===== config.mk =====
export PLATFORM = sky130hd
export DESIGN_NAME = des_perm_pipe
export DESIGN_NICKNAME = d
export VERILOG_FILES = /design/src/rtl/des_perm_pipe.sv
export SDC_FILE = /design/constraint.sdc
export NUM_CORES = 1
export LEC_CHECK = 0
export BUFFER_PORTS_ARGS = -buffer_cell sky130_fd_sc_hd__buf_2
export CAP_MARGIN = 20
export CORE_ASPECT_RATIO = 0.6
export CORE_MARGIN = 1.5
export CORE_UTILIZATION = 50
export DETAILED_ROUTE_END_ITERATION = 7
export PLACE_DENSITY = 0.85
export SETUP_SLACK_MARGIN = 0.1
export SYNTH_ARGS = -nofsm -noshare
export SYNTH_HDL_FRONTEND = slang
export SYNTH_SLANG_ARGS = --single-unit

===== constraint.sdc =====
create_clock -name clk -period 1.75 [get_ports clk]
set_clock_uncertainty 0.1 [all_clocks]
set_input_delay 0 -clock clk [delete_from_list [all_inputs] [get_ports clk]]
set_output_delay 0 -clock clk [all_outputs]
set_load 0.005 [all_outputs]

===== src/rtl/des_perm_pipe.sv =====
// DES round P-permutation (forward / inverse / bypass) on LANES 32-bit words,
// followed by a DEPTH-stage valid/ready pipeline with full backpressure.
module des_perm_pipe #(
    parameter int unsigned LANES = 1,
    parameter int unsigned DEPTH = 2,
    localparam int unsigned WIDTH = 32 * LANES,
    localparam int unsigned OCC_W = $clog2(DEPTH + 1)
) (
    input  logic             clk,
    input  logic             rst_n,
    input  logic             in_valid,
    output logic             in_ready,
    input  logic [1:0]       in_mode,
    input  logic [WIDTH-1:0] in_data,
    output logic             out_valid,
    input  logic             out_ready,
    output logic [WIDTH-1:0] out_data,
    output logic             out_err,
    output logic [OCC_W-1:0] occupancy
);

    // Table entries use MSB-first bit numbering: bit 0 is the word's MSB.
    localparam logic [4:0] P_TAB [32] = '{
        5'd15, 5'd6,  5'd19, 5'd20, 5'd28, 5'd11, 5'd27, 5'd16,
        5'd0,  5'd14, 5'd22, 5'd25, 5'd4,  5'd17, 5'd30, 5'd9,
        5'd1,  5'd7,  5'd23, 5'd13, 5'd31, 5'd26, 5'd2,  5'd8,
        5'd18, 5'd12, 5'd29, 5'd5,  5'd21, 5'd10, 5'd3,  5'd24
    };

    function automatic logic [31:0] perm_word(input logic [31:0] w, input logic inv);
        logic [31:0] r;
        r = '0;
        for (int i = 0; i < 32; i++) begin
            if (inv) begin
                r[5'd31 - P_TAB[i]] = w[5'd31 - 5'(i)];
            end else begin
                r[5'd31 - 5'(i)] = w[5'd31 - P_TAB[i]];
            end
        end
        return r;
    endfunction

    logic [WIDTH-1:0] perm_data;
    logic             perm_err;

    always_comb begin
        perm_data = in_data;
        perm_err  = 1'b0;
        unique case (in_mode)
            2'b00: begin
                for (int k = 0; k < int'(LANES); k++) begin
                    perm_data[32*k +: 32] = perm_word(in_data[32*k +: 32], 1'b0);
                end
            end
            2'b01: begin
                for (int k = 0; k < int'(LANES); k++) begin
                    perm_data[32*k +: 32] = perm_word(in_data[32*k +: 32], 1'b1);
                end
            end
            2'b10: perm_err = 1'b0;
            2'b11: perm_err = 1'b1;
        endcase
    end

    logic [DEPTH-1:0] valid_q;
    logic [DEPTH-1:0] err_q;
    logic [WIDTH-1:0] data_q [DEPTH];
    logic [DEPTH-1:0] stage_ready;
    logic             bubble;
    logic [OCC_W-1:0] occ_q;
    logic             accept;
    logic             drain;

    // A stage can load when any stage at or after it is empty, or the output drains.
    always_comb begin
        bubble = out_ready;
        for (int s = int'(DEPTH) - 1; s >= 0; s--) begin
            bubble         = bubble | ~valid_q[s];
            stage_ready[s] = bubble;
        end
    end

    assign in_ready  = stage_ready[0];
    assign accept    = in_valid & stage_ready[0];
    assign drain     = valid_q[DEPTH-1] & out_ready;
    assign out_valid = valid_q[DEPTH-1];
    assign out_data  = data_q[DEPTH-1];
    assign out_err   = err_q[DEPTH-1] & valid_q[DEPTH-1];
    assign occupancy = occ_q;

    always_ff @(posedge clk or negedge rst_n) begin
        if (!rst_n) begin
            valid_q <= '0;
            err_q   <= '0;
            occ_q   <= '0;
            for (int s = 0; s < int'(DEPTH); s++) begin
                data_q[s] <= '0;
            end
        end else begin
            if (stage_ready[0]) begin
                valid_q[0] <= in_valid;
                if (in_valid) begin
                    data_q[0] <= perm_data;
                    err_q[0]  <= perm_err;
                end
            end
            for (int s = 1; s < int'(DEPTH); s++) begin
                if (stage_ready[s]) begin
                    valid_q[s] <= valid_q[s-1];
                    if (valid_q[s-1]) begin
                        data_q[s] <= data_q[s-1];
                        err_q[s]  <= err_q[s-1];
                    end
                end
            end
            if (accept && !drain) begin
                occ_q <= occ_q + OCC_W'(1);
            end else if (!accept && drain) begin
                occ_q <= occ_q - OCC_W'(1);
            end
        end
    end

endmodule


# After elaboration in Yosys (flattened, before gate mapping)
# Index checks and enable logic that the tools add are counted.
[word_totals]
register_bits = 70
wordCells = 30
out_inout_bits = 37
inputBits = 38
[op_classes]
addsub = 2
n_eq_ne = 2
reduce_logical = 8
n_bitwise = 7
mux = 4
[ops]
columns = ["op", "n"]
rows = [
  ["32-bit one-hot mux with 2 select lines", 1],
  ["2-bit 2-to-1 mux", 2],
  ["2-bit AND reduction", 2],
  ["1-bit bitwise AND", 3],
  ["2-bit by 1-bit adder with 2-bit output, second input constant", 1],
  ["2-bit by 1-bit == test with 1-bit output, second input constant", 1],
  ["2-bit == test, second input constant", 1],
  ["1-bit logical AND", 2],
  ["1-bit logical NOT", 2],
  ["2-bit logical NOT", 1],
  ["1-bit NOT", 2],
  ["1-bit bitwise OR", 2],
  ["2-bit nonzero test", 1],
  ["2-bit by 1-bit subtractor with 2-bit output, second input constant", 1],
  ["1-bit 2-to-1 mux", 1],
]

# Logic depth before layout (Yosys ltp)
# Gate-level depths: netlist of run 1.
[logic_depth]
ltp_word = 8
depth_mapped = 8
depth_no_buf = 6

# Least setup slack after synthesis of run 1
# Ideal clock, no wire load.
[synth_path]
path_type = "reg-to-reg"
start = "register valid_q[1]"
end = "register occ_q[1], in the netlist occupancy[1]"
stages_incl_launch_ff = 8
arrival_time_ps = 1585
setup_slack_ps = -14
n_path_buf = 2
t_required_ps = 1571
setup_ps = 79
synth_period_minus_slack_ps = 1764
path_cell_list = "dfrtp_1 > nand3b_1 > and2_1 > buf_2 > buf_6 > ha_1 > nor2_1 > xor2_1"
[synth_via]
elab_chain_len = 7
elab_cells_between_ends = 11
cone_classes = "mux (1); bitwise (5); reduce/logical (5)"
[synth_rtl]
columns = ["element", "line", "rtl"]
rows = [
  ["from (decl)", "65", "logic [DEPTH-1:0] valid_q;"],
  ["from (signal, indexed assignment)", "109", "valid_q[s] <= valid_q[s-1];"],
  ["1-bit NOT *", "78", "bubble = bubble | ~valid_q[s];"],
  ["1-bit bitwise OR * (2 in a row)", "78", ""],
  ["via in_ready", "12", "output logic in_ready,"],
  ["1-bit bitwise AND *", "84", "assign accept = in_valid & stage_ready[0];"],
  ["via accept", "71", "logic accept;"],
  ["1-bit logical NOT", "118", "end else if (!accept && drain) begin"],
  ["1-bit logical AND", "118", ""],
  ["2-bit nonzero test (no source line)", "-", ""],
  ["to (signal assigned)", "117", "occ_q <= occ_q + OCC_W'(1);"],
  ["to (signal assigned)", "119", "occ_q <= occ_q - OCC_W'(1);"],
  ["to (decl)", "70", "logic [OCC_W-1:0] occ_q;"],
]
# Mark *: on every way through the listed nets, which the timed path passes. The rest lies on a longest branch.
# A chain may end at the register's enable or synchronous reset.

# Final worst setup path of run 1
[layout_path]
start = "register valid_q[1]"
end = "register data_q[35] in the netlist's numbering"
[layout_via]
elab_chain_len = 4
[layout_rtl]
columns = ["element", "line", "rtl"]
rows = [
  ["1-bit NOT", "78", ""],
  ["1-bit bitwise OR (2 in a row)", "78", ""],
  ["2-bit AND reduction (no source line)", "-", ""],
  ["to (signal, indexed assignment)", "111", "data_q[s] <= data_q[s-1];"],
  ["to (decl)", "67", "logic [WIDTH-1:0] data_q [DEPTH];"],
]
# Every way passes these cells.

==> impl_metrics.env, run 1 <==
export IMPL_hold_depth=3
export IMPL_final_cell_area_sq_um=4780
export IMPL_root_buffer="clkbuf_16"
export IMPL_yosysTopAreaCell="dfrtp_1"
export IMPL_grt_max_degree=71
export IMPL_ioPinCount=75
export IMPL_slew_viol_final=0
export IMPL_synth_area_sq_um=3810
export IMPL_cts_buffers=9
export IMPL_r2r_cells=4
export IMPL_whs_endpoint="data_q[60]"
export IMPL_crit_type="flop to flop"
export IMPL_cts_tree="yes"
export IMPL_seq_area_frac_synth_pct=46.0
export IMPL_synthTopCellsByArea="dfrtp_1 46%, mux2_2 23%, mux2_4 15%"
export IMPL_synth_area_per_cell_sq_um=14.5
export IMPL_cp_end_kind="flop"
export IMPL_cp_required_ps=1870
export IMPL_synth_fp_nets=301
export IMPL_crit_buf_inv=1
export IMPL_core_sq_um=7330
export IMPL_post_route_util_pct=65.2
export IMPL_fin_hold_ws_ps=25.1
export IMPL_fin_cells=452
export IMPL_setup_tns_final_ps=0
export IMPL_clockBufferDepth=2
export IMPL_synth_cell_types=19
export IMPL_fin_nets=382
export IMPL_hpwlAfterDp_um=5050
export IMPL_ys_seq_elements=70
export IMPL_areaGrowthSynthToFinish_pct=25.5
export IMPL_worst_slew_pin_slew_ps=383
export IMPL_vias=2248
export IMPL_clock_sinks=70
export IMPL_max_freq_ghz=0.655
export IMPL_start_util_pct=52.0
export IMPL_worstHoldStart="in_data[28]"
export IMPL_yosysMostFrequentCell="mux2_2"
export IMPL_drv_cap=0
export IMPL_synthFlopType="dfrtp_1"
export IMPL_drive_gt1_share_pct=62.4
export IMPL_rows=24
export IMPL_vdd_ir_drop_max_uv=822
export IMPL_numPortBuffers=74
export IMPL_antenna_cells=0
export IMPL_powerDensity_nw_per_um2=1150
export IMPL_async_reset_ff_share_pct=100
export IMPL_r2r_slack_ps=220
export IMPL_min_period_over_period_pct=87.2
export IMPL_crit_slowest_cell="dfrtp_1"
export IMPL_drt_initial_drc_count=109
export IMPL_r2r_start="valid_q[1]"
export IMPL_track_usage_pct=21.0
export IMPL_slew_headroom_pct=74.5
export IMPL_dp_cells=400
export IMPL_wl_per_cell_um=17.3
export IMPL_hold_class="input pin to flop"
export IMPL_critPathLaunchType="flop"
export IMPL_finalSetupViolations=0
export IMPL_min_period_ps=1530
export IMPL_grt_pass1_vias=2391
export IMPL_grt_pass1_wl_um=12700
export IMPL_clock_latency_ps=340
export IMPL_via_per_inst=4.97
export IMPL_grt_overflow=0
export IMPL_postRouteAntennaNets=0
export IMPL_ys_top_cells_by_count="77 x mux2_2, 70 x dfrtp_1, 39 x mux2_4"
export IMPL_crit_arrival_ps=1640
export IMPL_slowest_delay_ps=420
export IMPL_synth_top_area_share_pct=46.0
export IMPL_cts_clk_slew_worst_paths_ps=60
export IMPL_finalHoldViolations=0
export IMPL_crit_fanout=17
export IMPL_gp_congestion=0.815
export IMPL_drtPass1Iterations=4
export IMPL_totalWireLength_um=7840
export IMPL_status="finished, final reports clean"
export IMPL_crit_chain="nand3b_1 > and2_4 > buf_12 > mux2_2"
export IMPL_syn_inst=262
export IMPL_post_route_drc_count=0
export IMPL_die_w_um=116
export IMPL_place_area_sq_um=4070
export IMPL_die_height_um=70.6
export IMPL_htreeDepth=3
export IMPL_path_delay_family="flip-flops"
export IMPL_ys_warn_count=0
export IMPL_timing_rr_end="data_q[35]"
export IMPL_dieArea_sq_um=8160
export IMPL_p_leak_uw=0.00220
export IMPL_synth_edf_count=0
export IMPL_rsz0062_at_grt="false"
export IMPL_antenna_found_initial=0
registers in the layout (all words and copies together) (netlist names):
name / cells
data_q: 32
err_q: 2
occupancy: 2
out_data: 32
valid_q: 2
cell usage in the layout, fill, tap and decap left out, types with 2 or more instances in the layout:
cell           Yosys  final
buf_12             0      4
buf_2              6     74
buf_4             33      4
bufinv_16          0      2
clkbuf_16          0     10
clkbuf_8           0      2
dfrtp_1           70     70
dlygate4sd3_1      0     34
mux2_1            13     13
mux2_2            77     77
mux2_4            39     39
nand2_1            2      2
nand2b_1           3      3
xor2_1             2      2
through the flow:
step | worst slack [ps] | power, uW
2_1_floorplan | 78.5 | 3250
3_3_place_gp | 217 | 3410
3_5_place_dp | 157 | 3460
4_1_cts | 137 | 5550
5_1_grt | 152 | 5790
6_report | 224 | 5520
layer usage:
| layer | GRT usage, % | share of wire (%) | wire length, um | vias up |
|---|---|---|---|---|
| met2 | 32.0 | 45 | 3510 | 58 |
| met1 | 29.1 | 49 | 3840 | 1134 |
| met4 | 4.34 | 0.84 | 66 | 0 |
| met3 | 7.97 | 5.4 | 423 | 6 |
| li1 | - | - | - | 1050 |
| met5 | 0 | 0 | 0 | - |
cell families (layout without fill, tap and decap cells):
family / count (synthesis) / after routing / synth area share [%]
AOI/OAI and AO/OA: 1 / 1 / 0.131
muxes: 129 / 129 / 42.0
buffers and inverters: 48 / 134 / 9.37
xor gates and xnor gates: 3 / 3 / 0.690
adders and majority gates: 1 / 1 / 0.329
and+or+nand+nor: 10 / 10 / 1.48
DFF: 70 / 70 / 46.0
worst max path at each step:
stage                           from           end  slack, ps  cells past startpoint
after floorplan           valid_q[1]  occupancy[1]         80                      8
after global placement    valid_q[1]    data_q[54]        220                      4
after detailed placement  valid_q[1]    data_q[35]        160                      4
after CTS                 valid_q[1]    data_q[35]        140                      4
after global routing      valid_q[1]  occupancy[1]        150                      6
final                     valid_q[1]    data_q[35]        220                      4
power by group:
part / internal [uW] / switching [uW] / total, uW
clock: 1320 / 693 / 2020
sequential: 2020 / 223 / 2240
combinational: 800 / 459 / 1260
worst min-delay path, cell delays in order:
cell and delay [ps]:
buf_2 110, mux2_2 180, mux2_4 140
layout make-up:
class | count | area, sq um
Sequential cell | 70 | 1750
Multi-Input combinational cell | 144 | 1710
Inverter | 1 | 3.75
Clock inverter | 5 | 81.3
Tap cell | 104 | 130
Clock buffer | 11 | 253
Timing Repair Buffer | 117 | 846
Fill cell | 573 | 2550
repair_timing:
action / CTS / global route
gates resized for setup: 0 / 1
hold buffers: 34 / 0
buffers inserted: 0 / 1
endpoints found under the setup margin: 0 / 11
hold endpoints to repair: 104 / 0
(Power assumes the default switching activity.)
==> inputs of run 2 (changes only) <==
Settings changed: PLACE_DENSITY 0.85 to 0.87.
==> run 2 against run 1 <==
  * Setup slack got worse by 21 ps
  * Hold slack improved by 3.4 ps
  * Clock power down 9%
  * Count of clock-buffer cells in the layout increased by 2
  * Critical path depth unchanged
  * Die area unchanged
  * Sequential share of layout area is 0.34 points higher
  * Wire length increased by 1.6%
  * Register-to-register slack got worse by 20 ps
  * Maximum frequency decreased by 1.4%
  * Sequential power is essentially flat
  * Cell count decreased by 0.22%
  * Critical endpoint is now data_q[39]
  * Largest cell class unchanged
==> impl_metrics.env, run 2 (synthesized netlist as in run 1, its figures left out) <==
export IMPL_crit_slowest_cell="dfrtp_1"
export IMPL_root_buffer="clkbuf_16"
export IMPL_antenna_found_initial=0
export IMPL_vdd_ir_drop_max_uv=871
export IMPL_p_clk_share_pct=34.2
export IMPL_total_power_uw=5360
export IMPL_combPwrFrac_pct=23.7
export IMPL_drv_cap=0
export IMPL_slew_viol_final=0
export IMPL_cts_clk_slew_worst_paths_ps=50
export IMPL_worstHoldStart="in_data[24]"
export IMPL_drtPass1Iterations=4
export IMPL_crit_buf_inv=1
export IMPL_drt_initial_drc_count=108
export IMPL_crit_chain="nand3b_1 > and2_4 > buf_12 > mux2_2"
export IMPL_grt_overflow=0
export IMPL_hpwlAfterDp_um=5050
export IMPL_seq_power_share_pct=42.1
export IMPL_cp_required_ps=1860
export IMPL_finalSetupViolations=0
export IMPL_postRouteAntennaNets=0
export IMPL_cts_buffers=9
export IMPL_powerDensity_nw_per_um2=1130
export IMPL_drive_gt1_share_pct=61.7
export IMPL_areaGrowthSynthToFinish_pct=24.4
export IMPL_totalWireLength_um=7970
export IMPL_switchingPower_uw=1360
export IMPL_start_util_pct=52.0
export IMPL_rows=24
export IMPL_grt_pass1_wl_um=12900
export IMPL_p_sw_share_pct=25.4
export IMPL_rsz0062_at_grt="false"
export IMPL_setup_tns_final_ps=0
export IMPL_final_common_cell="mux2_2"
export IMPL_critPathLaunchType="flop"
export IMPL_grt_pass1_vias=2457
export IMPL_die_height_um=70.6
export IMPL_cp_depth=4
export IMPL_dieArea_sq_um=8160
export IMPL_clock_sinks=70
export IMPL_r2r_start="valid_q[1]"
export IMPL_min_period_over_period_pct=88.4
export IMPL_post_route_drc_count=0
export IMPL_finalHoldViolations=0
export IMPL_clock_latency_ps=330
export IMPL_fin_nets=381
export IMPL_slowest_delay_ps=400
export IMPL_crit_type="flop to flop"
export IMPL_final_cell_mix="77 x mux2_2, 74 x buf_2, 70 x dfrtp_1, 39 x mux2_4, 34 x dlygate4sd3_1"
export IMPL_antenna_cells=0
export IMPL_whs_endpoint="data_q[56]"
export IMPL_htreeDepth=3
export IMPL_gp_congestion=0.821
export IMPL_hold_class="input pin to flop"
export IMPL_vias=2275
export IMPL_worst_slew_pin_slew_ps=371
export IMPL_path_delay_family="flip-flops"
export IMPL_slew_headroom_pct=75.3
export IMPL_min_period_ps=1550
export IMPL_status="finished, final reports clean"
export IMPL_cp_end_kind="flop"
export IMPL_crit_arrival_ps=1660
export IMPL_via_per_inst=5.04
export IMPL_grt_max_degree=71
export IMPL_crit_fanout=16
export IMPL_p_leak_uw=0.00218
export IMPL_hold_depth=3
export IMPL_wl_per_cell_um=17.7
export IMPL_internal_power_uw=4000
export IMPL_clockBufferDepth=2
export IMPL_r2r_cells=4
export IMPL_max_freq_ghz=0.646
export IMPL_die_w_um=116
export IMPL_fillerInstances=538
export IMPL_cts_tree="yes"
export IMPL_numPortBuffers=74
export IMPL_timing_rr_end="data_q[39]"
export IMPL_r2r_slack_ps=200
export IMPL_ioPinCount=75
export IMPL_track_usage_pct=21.3
export IMPL_core_sq_um=7330
-- run 2: cell type report --
class | instances | area, sq um | share of cell area (%)
clock buffer | 13 | 260 | 5.50
clock inverter | 3 | 42.5 | 0.898
inverter | 1 | 3.75 | 0.0793
multi-input combinational | 144 | 1710 | 36.2
sequential | 70 | 1750 | 37.0
tap | 104 | 130 | 2.75
timing repair buffer | 116 | 833 | 17.6
-- run 2: per-stage QoR --
step / hold WS, ps / cells / worst slack [ps] / util (%) / cell area (sq um)
finish: 28.5 / 451 / 203 / 64.6 / 4740
global route: 29.3 / 451 / 120 / 64.6 / 4740
CTS: 10.8 / 450 / 125 / 64.5 / 4730
global placement: -50.1 / 400 / 207 / 55.7 / 4080
floorplan: -396 / 262 / 78.5 / - / 3830
detailed placement: -44.0 / 400 / 151 / 55.7 / 4080
-- run 2: power by group through the flow --
stage          registers (uW)  logic (uW)  clock network, uW
6_report                 2260        1270               1830
5_1_grt                  2300        1380               1950
4_1_cts                  2250        1270               1870
3_5_place_dp             2270        1200                  0
3_3_place_gp             2250        1170                  0
2_1_floorplan            2190        1060                  0
-- run 2: worst register-to-register path, stage by stage, from the launching register on --
cell	delay [ps]
dfrtp_1	400
nand3b_1	150
and2_4	230
buf_12	180
mux2_2	360
-- run 2: how the worst max path moves through the flow --
stage,endpoint,startpoint
floorplan,occupancy[1],valid_q[1]
global placement,data_q[38],valid_q[1]
detailed placement,data_q[38],valid_q[1]
CTS,data_q[39],valid_q[1]
global route,occupancy[1],out_ready
finish,data_q[39],valid_q[1]
-- run 2: what timing repair did --
action                                  CTS  global route
hold buffers                             34             0
setup buffers                             0             1
gates resized for setup                   0             1
endpoints found under the setup margin    0            32
hold endpoints to repair                103             0
-- run 2: per-layer routing --
layer  track usage, %  wire (um)  up-vias  share of wire, %
met5                0          0        -                 0
met4             8.13        204        0               2.6
met3             5.40        363       23               4.6
met2             33.3       3630       73                46
met1             29.0       3770     1126                47
li1                 -          -     1053                 -
==> inputs of run 3 (changes only) <==
==> constraint.sdc (replaced) <==
create_clock -name clk -period 1.75 [get_ports clk]
set_clock_uncertainty 0.1 [all_clocks]
set_input_delay 0.0875 -clock clk [delete_from_list [all_inputs] [get_ports clk]]
set_output_delay 0.0875 -clock clk [all_outputs]
set_load 0.005 [all_outputs]
==> run 3 against run 2 <==
  * Sequential power about the same
  * First-iteration DRC count down 43%
  * Wire length fell by 3.4%
  * Combinational power is 5% lower
  * Largest cell class unchanged
  * Critical endpoint is now data_q[32]
  * Count of clock-buffer cells in the layout is 3 lower
  * Sequential share of layout area up 2.1 points
  * Clock power is 8% higher
  * Sequential cell count stayed put
  * Global-route usage down 0.92 points
  * Core utilization decreased by 3.4 points
==> impl_metrics.env, run 3 (synthesized netlist as in run 1, its figures left out) <==
export IMPL_status="finished, final reports clean"
export IMPL_cts_clk_slew_worst_paths_ps=60
export IMPL_dieArea_sq_um=8160
export IMPL_clockBufferDepth=2
export IMPL_worstHoldStart="in_data[5]"
export IMPL_total_power_uw=5420
export IMPL_ioPinCount=75
export IMPL_p_leak_uw=0.00208
export IMPL_via_per_inst=5.11
export IMPL_setup_tns_final_ps=0
export IMPL_areaGrowthSynthToFinish_pct=17.7
export IMPL_cp_end_kind="flop"
export IMPL_antenna_cells=0
export IMPL_crit_fanout=17
export IMPL_hold_depth=3
export IMPL_totalWireLength_um=7690
export IMPL_powerDensity_nw_per_um2=1210
export IMPL_slowest_delay_ps=430
export IMPL_grt_overflow=0
export IMPL_cts_tree="yes"
export IMPL_vias=2155
export IMPL_slew_viol_final=0
export IMPL_cp_required_ps=1870
export IMPL_place_ws_ps=81.2
export IMPL_slew_headroom_pct=57.7
export IMPL_clock_latency_ps=340
export IMPL_drtPass1Iterations=4
export IMPL_crit_chain="nand3b_1 > and2_4 > buf_12 > mux2_2"
export IMPL_timing_rr_end="data_q[32]"
export IMPL_grt_max_degree=34
export IMPL_final_common_cell="mux2_2"
export IMPL_clock_sinks=70
export IMPL_crit_type="flop to flop"
export IMPL_min_period_over_period_pct=90.9
export IMPL_crit_slowest_cell="dfrtp_1"
export IMPL_min_period_ps=1590
export IMPL_post_route_drc_count=0
export IMPL_r2r_cells=4
export IMPL_critPathLaunchType="flop"
export IMPL_r2r_slack_ps=160
export IMPL_die_w_um=116
export IMPL_fillerInstances=592
export IMPL_max_freq_ghz=0.629
export IMPL_antenna_found_initial=0
export IMPL_post_cts_buffers=0
export IMPL_wl_per_cell_um=18.2
export IMPL_rows=24
export IMPL_hpwlAfterDp_um=5310
export IMPL_root_buffer="clkbuf_16"
export IMPL_fin_nets=352
export IMPL_drt_initial_drc_count=62
export IMPL_fin_cells=422
export IMPL_vdd_ir_drop_max_uv=730
export IMPL_htreeDepth=3
export IMPL_hold_class="input pin to flop"
export IMPL_numPortBuffers=74
export IMPL_path_delay_family="flip-flops"
export IMPL_layout_setup_ws_ps=159
export IMPL_whs_endpoint="data_q[37]"
export IMPL_track_usage_pct=20.4
export IMPL_cp_depth=4
export IMPL_die_height_um=70.6
export IMPL_grt_pass1_vias=2396
export IMPL_final_cell_mix="77 x mux2_2, 74 x buf_2, 70 x dfrtp_1, 39 x mux2_4, 13 x mux2_1"
export IMPL_drive_gt1_share_pct=68.6
export IMPL_gp_congestion=0.841
export IMPL_grt_pass1_wl_um=12500
export IMPL_finalSetupViolations=0
export IMPL_r2r_start="valid_q[1]"
export IMPL_worst_slew_pin_slew_ps=635
export IMPL_drv_cap=0
export IMPL_rsz0062_at_grt="false"
export IMPL_crit_arrival_ps=1710
export IMPL_start_util_pct=52.0
export IMPL_cts_buffers=9
export IMPL_crit_buf_inv=1
export IMPL_finalHoldViolations=0
export IMPL_core_sq_um=7330
export IMPL_postRouteAntennaNets=0
export IMPL_dp_cells=402
run 3: cell type report:
cell class	instances	area (sq um)	share of cell area, %
sequential	70	1750	39.1
multi-input combinational	144	1710	38.2
timing repair buffer	87	559	12.5
clock buffer	10	239	5.33
tap	104	130	2.90
clock inverter	6	85.1	1.90
inverter	1	3.75	0.0837
run 3: tightest hold or removal path, cell delays in order:
cell and delay, ps:
buf_2 90, mux2_2 130, mux2_2 130
run 3: per-stage QoR:
stage               utilization, %  hold WS, ps  area (sq um)
floorplan                        -         -308          3830
global placement              55.9         29.4          4100
detailed placement            55.9         32.2          4100
global route                  61.2         59.1          4480
CTS                           60.8         33.7          4450
finish                        61.2         41.1          4480
run 3: power breakdown:
part / switching [uW] / internal (uW)
clock network: 690 / 1280
logic: 454 / 759
registers: 224 / 2020
total: 1370 / 4060
run 3: routing by layer:
layer  routed length (um)  GRT usage (%)  vias to the layer above
met3                  363           6.00                       10
li1                     -              -                      997
met1                 3860           28.7                     1091
met2                 3360           30.4                       57
met4                  103           7.05                        0
met5                    0              0                        -
run 3: what timing repair did:
item,in CTS,in global routing
pin swaps,0,0
gates cloned,0,1
hold buffers,3,0
resized for setup,0,2
endpoints found under the hold margin,26,0
endpoints found under the setup margin,9,33
run 3: worst max path at each step:
stage / from / to / slack, ps
floorplan: valid_q[1] / occupancy[1] / 80
global placement: valid_q[1] / data_q[32] / 170
detailed placement: valid_q[1] / data_q[39] / 80
CTS: valid_q[1] / data_q[32] / 70
global route: valid_q[1] / data_q[39] / 110
finish: valid_q[1] / data_q[32] / 160
